--- src/rtl/seg7_pkg.sv ---
// Shared constants for the 7-segment scan driver: the blank pattern, the 16 hex glyphs
// (active-low {g,f,e,d,c,b,a}) and the scan FSM state type.
package seg7_pkg;

   localparam logic [6:0] SEG_OFF = 7'h7F;

   localparam logic [6:0] GLYPH_0 = 7'b1000000;
   localparam logic [6:0] GLYPH_1 = 7'b1111001;
   localparam logic [6:0] GLYPH_2 = 7'b0100100;
   localparam logic [6:0] GLYPH_3 = 7'b0110000;
   localparam logic [6:0] GLYPH_4 = 7'b0011001;
   localparam logic [6:0] GLYPH_5 = 7'b0010010;
   localparam logic [6:0] GLYPH_6 = 7'b0000010;
   localparam logic [6:0] GLYPH_7 = 7'b1111000;
   localparam logic [6:0] GLYPH_8 = 7'b0000000;
   localparam logic [6:0] GLYPH_9 = 7'b0010000;
   localparam logic [6:0] GLYPH_A = 7'b0001000;
   localparam logic [6:0] GLYPH_B = 7'b0000011;
   localparam logic [6:0] GLYPH_C = 7'b1000110;
   localparam logic [6:0] GLYPH_D = 7'b0100001;
   localparam logic [6:0] GLYPH_E = 7'b0000110;
   localparam logic [6:0] GLYPH_F = 7'b0001110;

   typedef enum logic {
      DRIVE = 1'b0,
      BLANK = 1'b1
   } scan_state_t;

endpackage

--- src/rtl/hex_to_seg7.sv ---
// Combinational hex nibble to active-low 7-segment pattern {g,f,e,d,c,b,a}.
module hex_to_seg7
   import seg7_pkg::*;
(
   input  logic [3:0] nibble,
   output logic [6:0] seg_n
);

   always_comb begin
      seg_n = SEG_OFF;
      case (nibble)
         4'h0: seg_n = GLYPH_0;
         4'h1: seg_n = GLYPH_1;
         4'h2: seg_n = GLYPH_2;
         4'h3: seg_n = GLYPH_3;
         4'h4: seg_n = GLYPH_4;
         4'h5: seg_n = GLYPH_5;
         4'h6: seg_n = GLYPH_6;
         4'h7: seg_n = GLYPH_7;
         4'h8: seg_n = GLYPH_8;
         4'h9: seg_n = GLYPH_9;
         4'hA: seg_n = GLYPH_A;
         4'hB: seg_n = GLYPH_B;
         4'hC: seg_n = GLYPH_C;
         4'hD: seg_n = GLYPH_D;
         4'hE: seg_n = GLYPH_E;
         4'hF: seg_n = GLYPH_F;
         default: seg_n = SEG_OFF;
      endcase
   end

endmodule

--- src/rtl/seg7_scan_ctrl.sv ---
// Multiplexed 7-segment scan driver advanced by rising edges of tick_in, with a one-cycle
// anode-off gap per digit. Optional macro LEADING_ZERO_BLANK_EN suppresses leading zeros.
module seg7_scan_ctrl
   import seg7_pkg::*;
#(
   parameter  int NUM_DIGITS = 4,
   localparam int DATA_W     = 4 * NUM_DIGITS
) (
   input  logic                  clk_in,
   input  logic                  reset,
   input  logic                  tick_in,
   input  logic [DATA_W-1:0]     data_in,
   input  logic [NUM_DIGITS-1:0] dp_in,
   input  logic                  blank_all,
   output logic [NUM_DIGITS-1:0] an,
   output logic [6:0]            seg,
   output logic                  dp
);

   localparam int              SEL_W    = (NUM_DIGITS > 1) ? $clog2(NUM_DIGITS) : 1;
   localparam logic [SEL_W-1:0] LAST_SEL = SEL_W'(NUM_DIGITS - 1);

   scan_state_t             state_q, state_d;
   logic                    tick_q, step;
   logic [SEL_W-1:0]        dig_sel, sel_d, adv_sel;
   logic [DATA_W-1:0]       shadow_data, shadow_data_d, adv_data;
   logic [NUM_DIGITS-1:0]   shadow_dp, shadow_dp_d, adv_dp;
   logic                    load_pend, load_pend_d;
   logic [NUM_DIGITS-1:0]   an_d, cur_an, lz_cur, lz_adv;
   logic [6:0]              seg_d, adv_glyph;
   logic [3:0]              adv_nib;
   logic                    dp_d;

   assign step = tick_in & ~tick_q;

   // The digit a step moves to, and the frame it will show: a wrap to digit 0 takes data_in.
   assign adv_sel  = (dig_sel == LAST_SEL) ? '0 : dig_sel + 1'b1;
   assign adv_data = (dig_sel == LAST_SEL) ? data_in : shadow_data;
   assign adv_dp   = (dig_sel == LAST_SEL) ? dp_in : shadow_dp;
   assign adv_nib  = adv_data[{adv_sel, 2'b00} +: 4];

   hex_to_seg7 u_hex (
      .nibble (adv_nib),
      .seg_n  (adv_glyph)
   );

`ifdef LEADING_ZERO_BLANK_EN
   // Digit k is a leading zero when it and every digit above it is zero and its dp is off.
   always_comb begin
      lz_cur = '0;
      lz_adv = '0;
      for (int k = 1; k < NUM_DIGITS; k++) begin
         lz_cur[k] = ((shadow_data >> (4 * k)) == '0) && !shadow_dp[k];
         lz_adv[k] = ((adv_data >> (4 * k)) == '0) && !adv_dp[k];
      end
   end
`else
   assign lz_cur = '0;
   assign lz_adv = '0;
`endif

   assign cur_an = lz_cur[dig_sel] ? '1 : ~(NUM_DIGITS'(1) << dig_sel);

   always_comb begin
      state_d       = state_q;
      sel_d         = dig_sel;
      shadow_data_d = shadow_data;
      shadow_dp_d   = shadow_dp;
      load_pend_d   = load_pend;
      an_d          = an;
      seg_d         = seg;
      dp_d          = dp;
      case (state_q)
         DRIVE: begin
            if (step) begin
               sel_d         = adv_sel;
               shadow_data_d = adv_data;
               shadow_dp_d   = adv_dp;
               an_d          = '1;
               seg_d         = lz_adv[adv_sel] ? SEG_OFF : adv_glyph;
               dp_d          = ~adv_dp[adv_sel];
               state_d       = BLANK;
            end else begin
               an_d = blank_all ? '1 : cur_an;
            end
         end
         BLANK: begin
            // Steps seen here are dropped; the first gap after reset also latches a frame.
            an_d = blank_all ? '1 : cur_an;
            if (load_pend) begin
               shadow_data_d = data_in;
               shadow_dp_d   = dp_in;
               load_pend_d   = 1'b0;
            end
            state_d = DRIVE;
         end
         default: state_d = BLANK;
      endcase
   end

   always_ff @(posedge clk_in) begin
      if (reset) begin
         tick_q      <= 1'b0;
         state_q     <= BLANK;
         dig_sel     <= '0;
         an          <= '1;
         seg         <= SEG_OFF;
         dp          <= 1'b1;
         shadow_data <= '0;
         shadow_dp   <= '0;
         load_pend   <= 1'b1;
      end else begin
         tick_q      <= tick_in;
         state_q     <= state_d;
         dig_sel     <= sel_d;
         an          <= an_d;
         seg         <= seg_d;
         dp          <= dp_d;
         shadow_data <= shadow_data_d;
         shadow_dp   <= shadow_dp_d;
         load_pend   <= load_pend_d;
      end
   end

endmodule
--- config.mk ---
export PLATFORM = sky130hd
export DESIGN_NAME = seg7_scan_ctrl
export DESIGN_NICKNAME = d
export VERILOG_FILES = /design/src/rtl/seg7_pkg.sv /design/src/rtl/hex_to_seg7.sv /design/src/rtl/seg7_scan_ctrl.sv
export SDC_FILE = /design/constraint.sdc
export NUM_CORES = 1
export LEC_CHECK = 0
export CORE_ASPECT_RATIO = 0.8
export CORE_UTILIZATION = 30
export DETAILED_ROUTE_END_ITERATION = 7
export GPL_TIMING_DRIVEN = 0
export HOLD_SLACK_MARGIN = 0.1
export SYNTH_ARGS = -nofsm -noshare
export SYNTH_HDL_FRONTEND = slang
export SYNTH_SLANG_ARGS = --single-unit
--- constraint.sdc ---
create_clock -name clk_in -period 8.1 [get_ports clk_in]
set_input_delay 1.62 -clock clk_in [delete_from_list [all_inputs] [get_ports clk_in]]
set_output_delay 1.62 -clock clk_in [all_outputs]
set_load 0.03 [all_outputs]
==> results of run 1 <==
-- power breakdown --
group	total [mW]	internal (mW)	switching [mW]
Clock	0.126	0.0597	0.0664
Sequential	0.200	0.194	0.00642
Combinational	0.0957	0.0453	0.0504
-- worst register-to-register path, stage by stage (launching register included) --
cell      delay (ns)
dfxtp_1         0.39
buf_6           0.18
inv_1           0.07
ha_1            0.35
buf_4           0.22
mux2i_1         0.13
a22oi_1         0.17
a21boi_0        0.64
inv_1           0.20
ha_1            0.33
mux2_2          0.28
nor2_1          0.11
o31ai_1         0.08
-- final cells by class --
cell class              instances  area, um^2
clock inverters                 2       10.01
clock buffers                   6       72.57
plain buffers                  12       63.81
multi-input cells             155       993.5
repair buffers                 35       350.3
fillers                       605        3546
flip-flops and latches         37       740.7
inverters                       9       33.78
well taps                      81       101.3
-- flip-flops by register name, summed over array words and instances (netlist names) --
register / flops
load_pend: 1
dp: 1
seg: 7
an: 4
tick_q: 1
dig_sel: 2
shadow_data: 16
state_q: 1
shadow_dp: 4
-- cell families after synthesis --
| group | Yosys count | synth area share (%) |
|---|---|---|
| multiplexers | 21 | 14.96 |
| buffers and inverters | 21 | 5.328 |
| flip-flops | 37 | 40.44 |
| AND/OR/NAND/NOR | 78 | 17.28 |
| adder cells (fa/ha/maj) | 10 | 6.831 |
| AO/OA/AOI/OAI | 46 | 15.16 |
-- Yosys cell counts --
library cell / n
a21o_1: 2
nand3_1: 2
o22a_1: 1
buf_4: 1
inv_1: 9
a211oi_1: 2
buf_6: 2
nor2_1: 13
a211o_1: 3
or2_2: 1
dfxtp_1: 37
clkbuf_1: 9
ha_1: 10
and2_2: 1
mux4_2: 4
a21oi_1: 27
a22oi_1: 4
o31ai_1: 1
a21boi_0: 1
mux2_2: 1
nand2b_1: 1
a31oi_1: 3
o21ai_0: 1
mux2i_1: 12
and2_0: 1
a22o_1: 1
mux2_4: 2
nor3_1: 1
mux2_1: 2
nor3b_1: 1
nor2b_1: 2
nand2_1: 55
-- stage by stage --
stage / total power, mW / setup slack, ns / utilization [%] / instances
after floorplan: 0.2662 / 4.865 / - / 213
after global placement: 0.2997 / 4.043 / 38.62 / 329
after detailed placement: 0.3006 / 3.992 / 38.62 / 329
after CTS: 0.4271 / 4.301 / 40.02 / 337
after global routing: 0.4446 / 4.067 / 40.02 / 337
final: 0.4220 / 4.315 / 40.02 / 337
-- worst max path at each step --
stage | to | slack [ns] | cells after the start
detailed placement | seg[3] | 3.99 | 9
finish | seg[3] | 4.32 | 9
CTS | seg[3] | 4.30 | 9
global placement | seg[3] | 4.04 | 9
floorplan | seg[1] | 4.86 | 9
global route | seg[3] | 4.07 | 9
-- routing by layer --
| layer | part of all wire (%) | wire length, um | vias to the layer above | GRT usage [%] |
|---|---|---|---|---|
| met3 | 3.9 | 160 | 5 | 3.527 |
| met4 | 1.2 | 49 | 0 | 4.762 |
| met2 | 43 | 1771 | 33 | 21.20 |
| met5 | 0 | 0 | - | 0 |
| li1 | - | - | 799 | - |
| met1 | 51 | 2093 | 709 | 19.73 |
==> results.toml, run 1 <==
[sta]
hold_viol = 0
worstMarginPinSlew_ns = 0.8027
slew_headroom_pct = 46.37
setup_violations = 0
drv_slew = 0
skew_ns = 0.003152
fmax_mhz = 264.2
hold_slack_ns = 0.4519
rsz0062_at_grt = "no"
min_period_ns = 3.785
post-route-period-util_pct = 46.72
fin_setup_tns_ns = 0

[clock_tree]
clk_latency_ns = 0.29
cts_setup_buffers = 0
ctsHoldBuffers = 0
cts_resized = 0
cts_root_buf = "clkbuf_8"
cts_made_buffers = 5
cts_max_level = 2
clk_transition_reported_paths_ns = 0.07
cts_buffer_depth = 2
cts_tree = "done"
cts_sinks = 37

[layout]
syn2layout_area_growth_pct = 29.17
fin_nets = 289
design_area_mm2 = 0.002366
drive_gt1_share_pct = 7.422
mostFrequentLayoutCells = "55 x nand2_1, 37 x dfxtp_1, 35 x clkdlybuf4s50_1, 27 x a21oi_1, 13 x nor2_1"
final_common_cell = "nand2_1"
diodes = 0

[die]
initial_utilization_pct = 30.98
num_rows = 25
die_y_um = 71.89
core_area_mm2 = 0.005912
pin_count = 36
die_w_um = 89.37
die_area_mm2 = 0.006424

[worst_hold_path]
hold_path_depth = 2
hold_class = "reg2reg"
min_from = "shadow_dp[0]"
min_to = "shadow_dp[0]"

[worst_setup_path]
worstPathBufferInverterCount = 2
critical-path-top-delay-family = "compound AO/OA/AOI/OAI gates"
reg2reg_depth = 12
crit_chain = "clkdlybuf4s50_1 -> mux2i_1 -> a22oi_1 -> a21boi_0 -> inv_1 -> ha_1 -> mux2_2 -> nor2_1 -> o31ai_1"
cp-end-kind = "flip-flop"
cpMaxStageDelayCell = "a21boi_0"
worstPathArrival_ns = 3.95
ff2ff_setup_slack_ns = 4.83
slowest_delay_ns = 0.64
startpoint = "data_in[9]"
worstSetupPathType = "in2reg"
start_kind = "input port"
worstReg2RegStart = "dig_sel[0]"
path_max_fanout = 6
r2r_end = "seg[3]"
critical_path_required_ns = 8.26

[grt]
grt_pass1_wl_mm = 6.851
grt_max_degree = 12
grt_usage_pct = 14.10
grt_pass1_vias = 1461
overflow = 0
antenna_found_initial = 0

[power_and_ir_drop]
p_per_area_mw_per_mm2 = 178.3
p_leak_nw = 0.9059
irDropWorstVdd_uv = 65.31

[route]
vias_per_cell = 4.588
wl_mm = 4.075
drt_first_iter_violations = 69
drt-pass1-iter-count = 4
vias = 1546
ant_nets = 0
route.detailed.drc = 0
avgRoutedWirePerCell_um = 12.09

[synth]
ys_seq_area_share_pct = 40.44
synth-seq-cells = 37
yosys.area.top_type = "dfxtp_1"
synth_cell_types = 32
syn_inst = 213
synth_top_area_share_pct = 40.44
syn-cell-area_mm2 = 0.001832
syn-mean-instance-area_um2 = 8.600
syn_nets = 247
synthTopCellsByArea = "dfxtp_1 40%, nand2_1 11%, a21oi_1 7.4%"
synth_warnings = 0

[status]
outcome = "finished, final reports clean"

[job]
cap_violations = 0

[placement]
gp_congestion = 0.7595
dp_hpwl_mm = 2.995
portBuffers = 35
post_dp_cell_area_mm2 = 0.002283
No activity file was read; power rests on OpenSTA's default activity.
==> run 2: changes to the inputs <==
- clock period: 8.1 -> 3.37 ns (I/O delays scaled with it)
==> run 2 against run 1 <==
  * Power grew 140%
  * Die area is the same
  * Routed wire length is the same
  * Critical path depth grew 3
  * Sequential cell count is the same
  * Count of clock-buffer cells in the layout is the same
  * Global-route usage is the same
  * Register-to-register slack lost 4.5 ns
  * Worst hold slack lost 0.00094 ns
  * Critical path type is now reg2reg
  * Critical endpoint unchanged
  * Largest power group unchanged
==> results.toml, run 2 (synthesis gave the netlist of run 1 again) <==
[clock_tree]
cts_sinks = 37
cts_tree = "done"
clk_transition_reported_paths_ns = 0.07
cts_made_buffers = 5
cts_resized = 0
cts_root_buf = "clkbuf_8"
cts_buffer_depth = 2
ctsHoldBuffers = 0
cts_setup_buffers = 0
clk_latency_ns = 0.29
cts_max_level = 2

[grt]
antenna_found_initial = 0
grt_usage_pct = 14.10
grt_pass1_wl_mm = 6.851
grt_pass1_vias = 1461
overflow = 0
grt_max_degree = 12

[layout]
final_common_cell = "nand2_1"
syn2layout_area_growth_pct = 29.17
drive_gt1_share_pct = 7.422
reg_top3 = "shadow_data (16), seg (7)"
final_core_utilization_pct = 40.02
largest_reg_flops = 16
design_area_mm2 = 0.002366
mostFrequentLayoutCells = "55 x nand2_1, 37 x dfxtp_1, 35 x clkdlybuf4s50_1, 27 x a21oi_1, 13 x nor2_1"
layoutNonFillerInstCount = 337
diodes = 0
fin_nets = 289
top_register = "shadow_data"

[die]
core_area_mm2 = 0.005912
pin_count = 36
die_area_mm2 = 0.006424
initial_utilization_pct = 30.98
num_rows = 25
die_y_um = 71.89
die_w_um = 89.37

[sta]
fin_setup_tns_ns = 0
rsz0062_at_grt = "no"
slew_headroom_pct = 46.36
skew_ns = 0.003237
fmax_mhz = 326.4
post-route-period-util_pct = 90.91
setup_ws_ns = 0.3064
setup_violations = 0
hold_slack_ns = 0.4510
worstMarginPinSlew_ns = 0.8028
min_period_ns = 3.064
drv_slew = 0
hold_viol = 0

[placement]
portBuffers = 35
dp_hpwl_mm = 2.995
gp_congestion = 0.7595
place_ws_ns = 0.07322
post_dp_cell_area_mm2 = 0.002283
placed_cells = 329

[power_and_ir_drop]
p_per_area_mw_per_mm2 = 429.1
pwr-share-seq_pct = 47.4
p_total_mw = 1.015
p_leak_nw = 0.9067
clkPwrFrac_pct = 29.9
switching_share_pct = 29.26
internal_power_mw = 0.7181
combPwrFrac_pct = 22.7
irDropWorstVdd_uv = 157.3
netSwitchingPower_mw = 0.2971

[route]
wl_mm = 4.075
drt_first_iter_violations = 69
drt-pass1-iter-count = 4
vias = 1549
vias_per_cell = 4.596
avgRoutedWirePerCell_um = 12.09
ant_nets = 0
route.detailed.drc = 0

[status]
outcome = "finished, final reports clean"

[worst_setup_path]
start_kind = "flip-flop"
slowest_delay_ns = 0.47
critical_path_required_ns = 3.54
worstPathArrival_ns = 3.23
worstSetupPathType = "reg2reg"
path_max_fanout = 10
cpMaxStageDelayCell = "a21boi_1"
cp-end-kind = "flip-flop"
crit_chain = "buf_6 -> inv_1 -> ha_1 -> buf_4 -> mux2i_1 -> a22oi_1 -> a21boi_1 -> inv_1 -> ha_1 -> mux2_2 -> nor2_1 -> o31ai_1"

[job]
cap_violations = 0

[worst_hold_path]
hold_class = "reg2reg"
==> run 2: cell counts in the layout (fill, tap and decap cells not counted) <==
Identical to the previous run, type by type.
==> run 2: per-layer routing <==
layer  vias up  routed length, um  GRT usage [%]
met5         -                  0              0
met1       708               2069          19.73
met3         5                181          3.527
met4         0                 49          4.762
met2        37               1774          21.20
li1        799                  -              -
==> run 2: layout make-up <==
| cell class | instances | area, um^2 |
|---|---|---|
| Sequential cell | 37 | 740.7 |
| Clock buffer | 6 | 72.57 |
| Timing Repair Buffer | 35 | 350.3 |
| Buffer | 12 | 63.81 |
| Clock inverter | 2 | 10.01 |
| Fill cell | 605 | 3546 |
| Inverter | 9 | 33.78 |
| Tap cell | 81 | 101.3 |
| Multi-Input combinational cell | 155 | 993.5 |
==> run 2: worst max-delay path, delay by kind of cell, from the launching register on <==
kind                     cells  cell delay [ns]
AO/OA/AOI/OAI                3             0.73
adder cells (fa/ha/maj)      2             0.66
buffers and inverters        4             0.64
multiplexers                 2             0.41
flip-flops                   1             0.39
AND/OR/NAND/NOR              1             0.11
==> run 2: power by group through the flow <==
stage	sequential (mW)	clock (mW)	combinational, mW
global placement	0.491	0	0.229
floorplan	0.507	0	0.133
finish	0.481	0.304	0.230
global route	0.485	0.328	0.256
CTS	0.481	0.314	0.232
detailed placement	0.491	0	0.231
==> run 2: worst paths after layout <==
kind / from / depth (start not counted) / slack [ns] / end
worst max register to register: dig_sel[0] / 12 / 0.31 / seg[3]
worst min-delay path: shadow_dp[0] / 2 / 0.45 / shadow_dp[0]
worst min register to register: shadow_dp[0] / 2 / 0.45 / shadow_dp[0]
worst max-delay path: dig_sel[0] / 12 / 0.31 / seg[3]
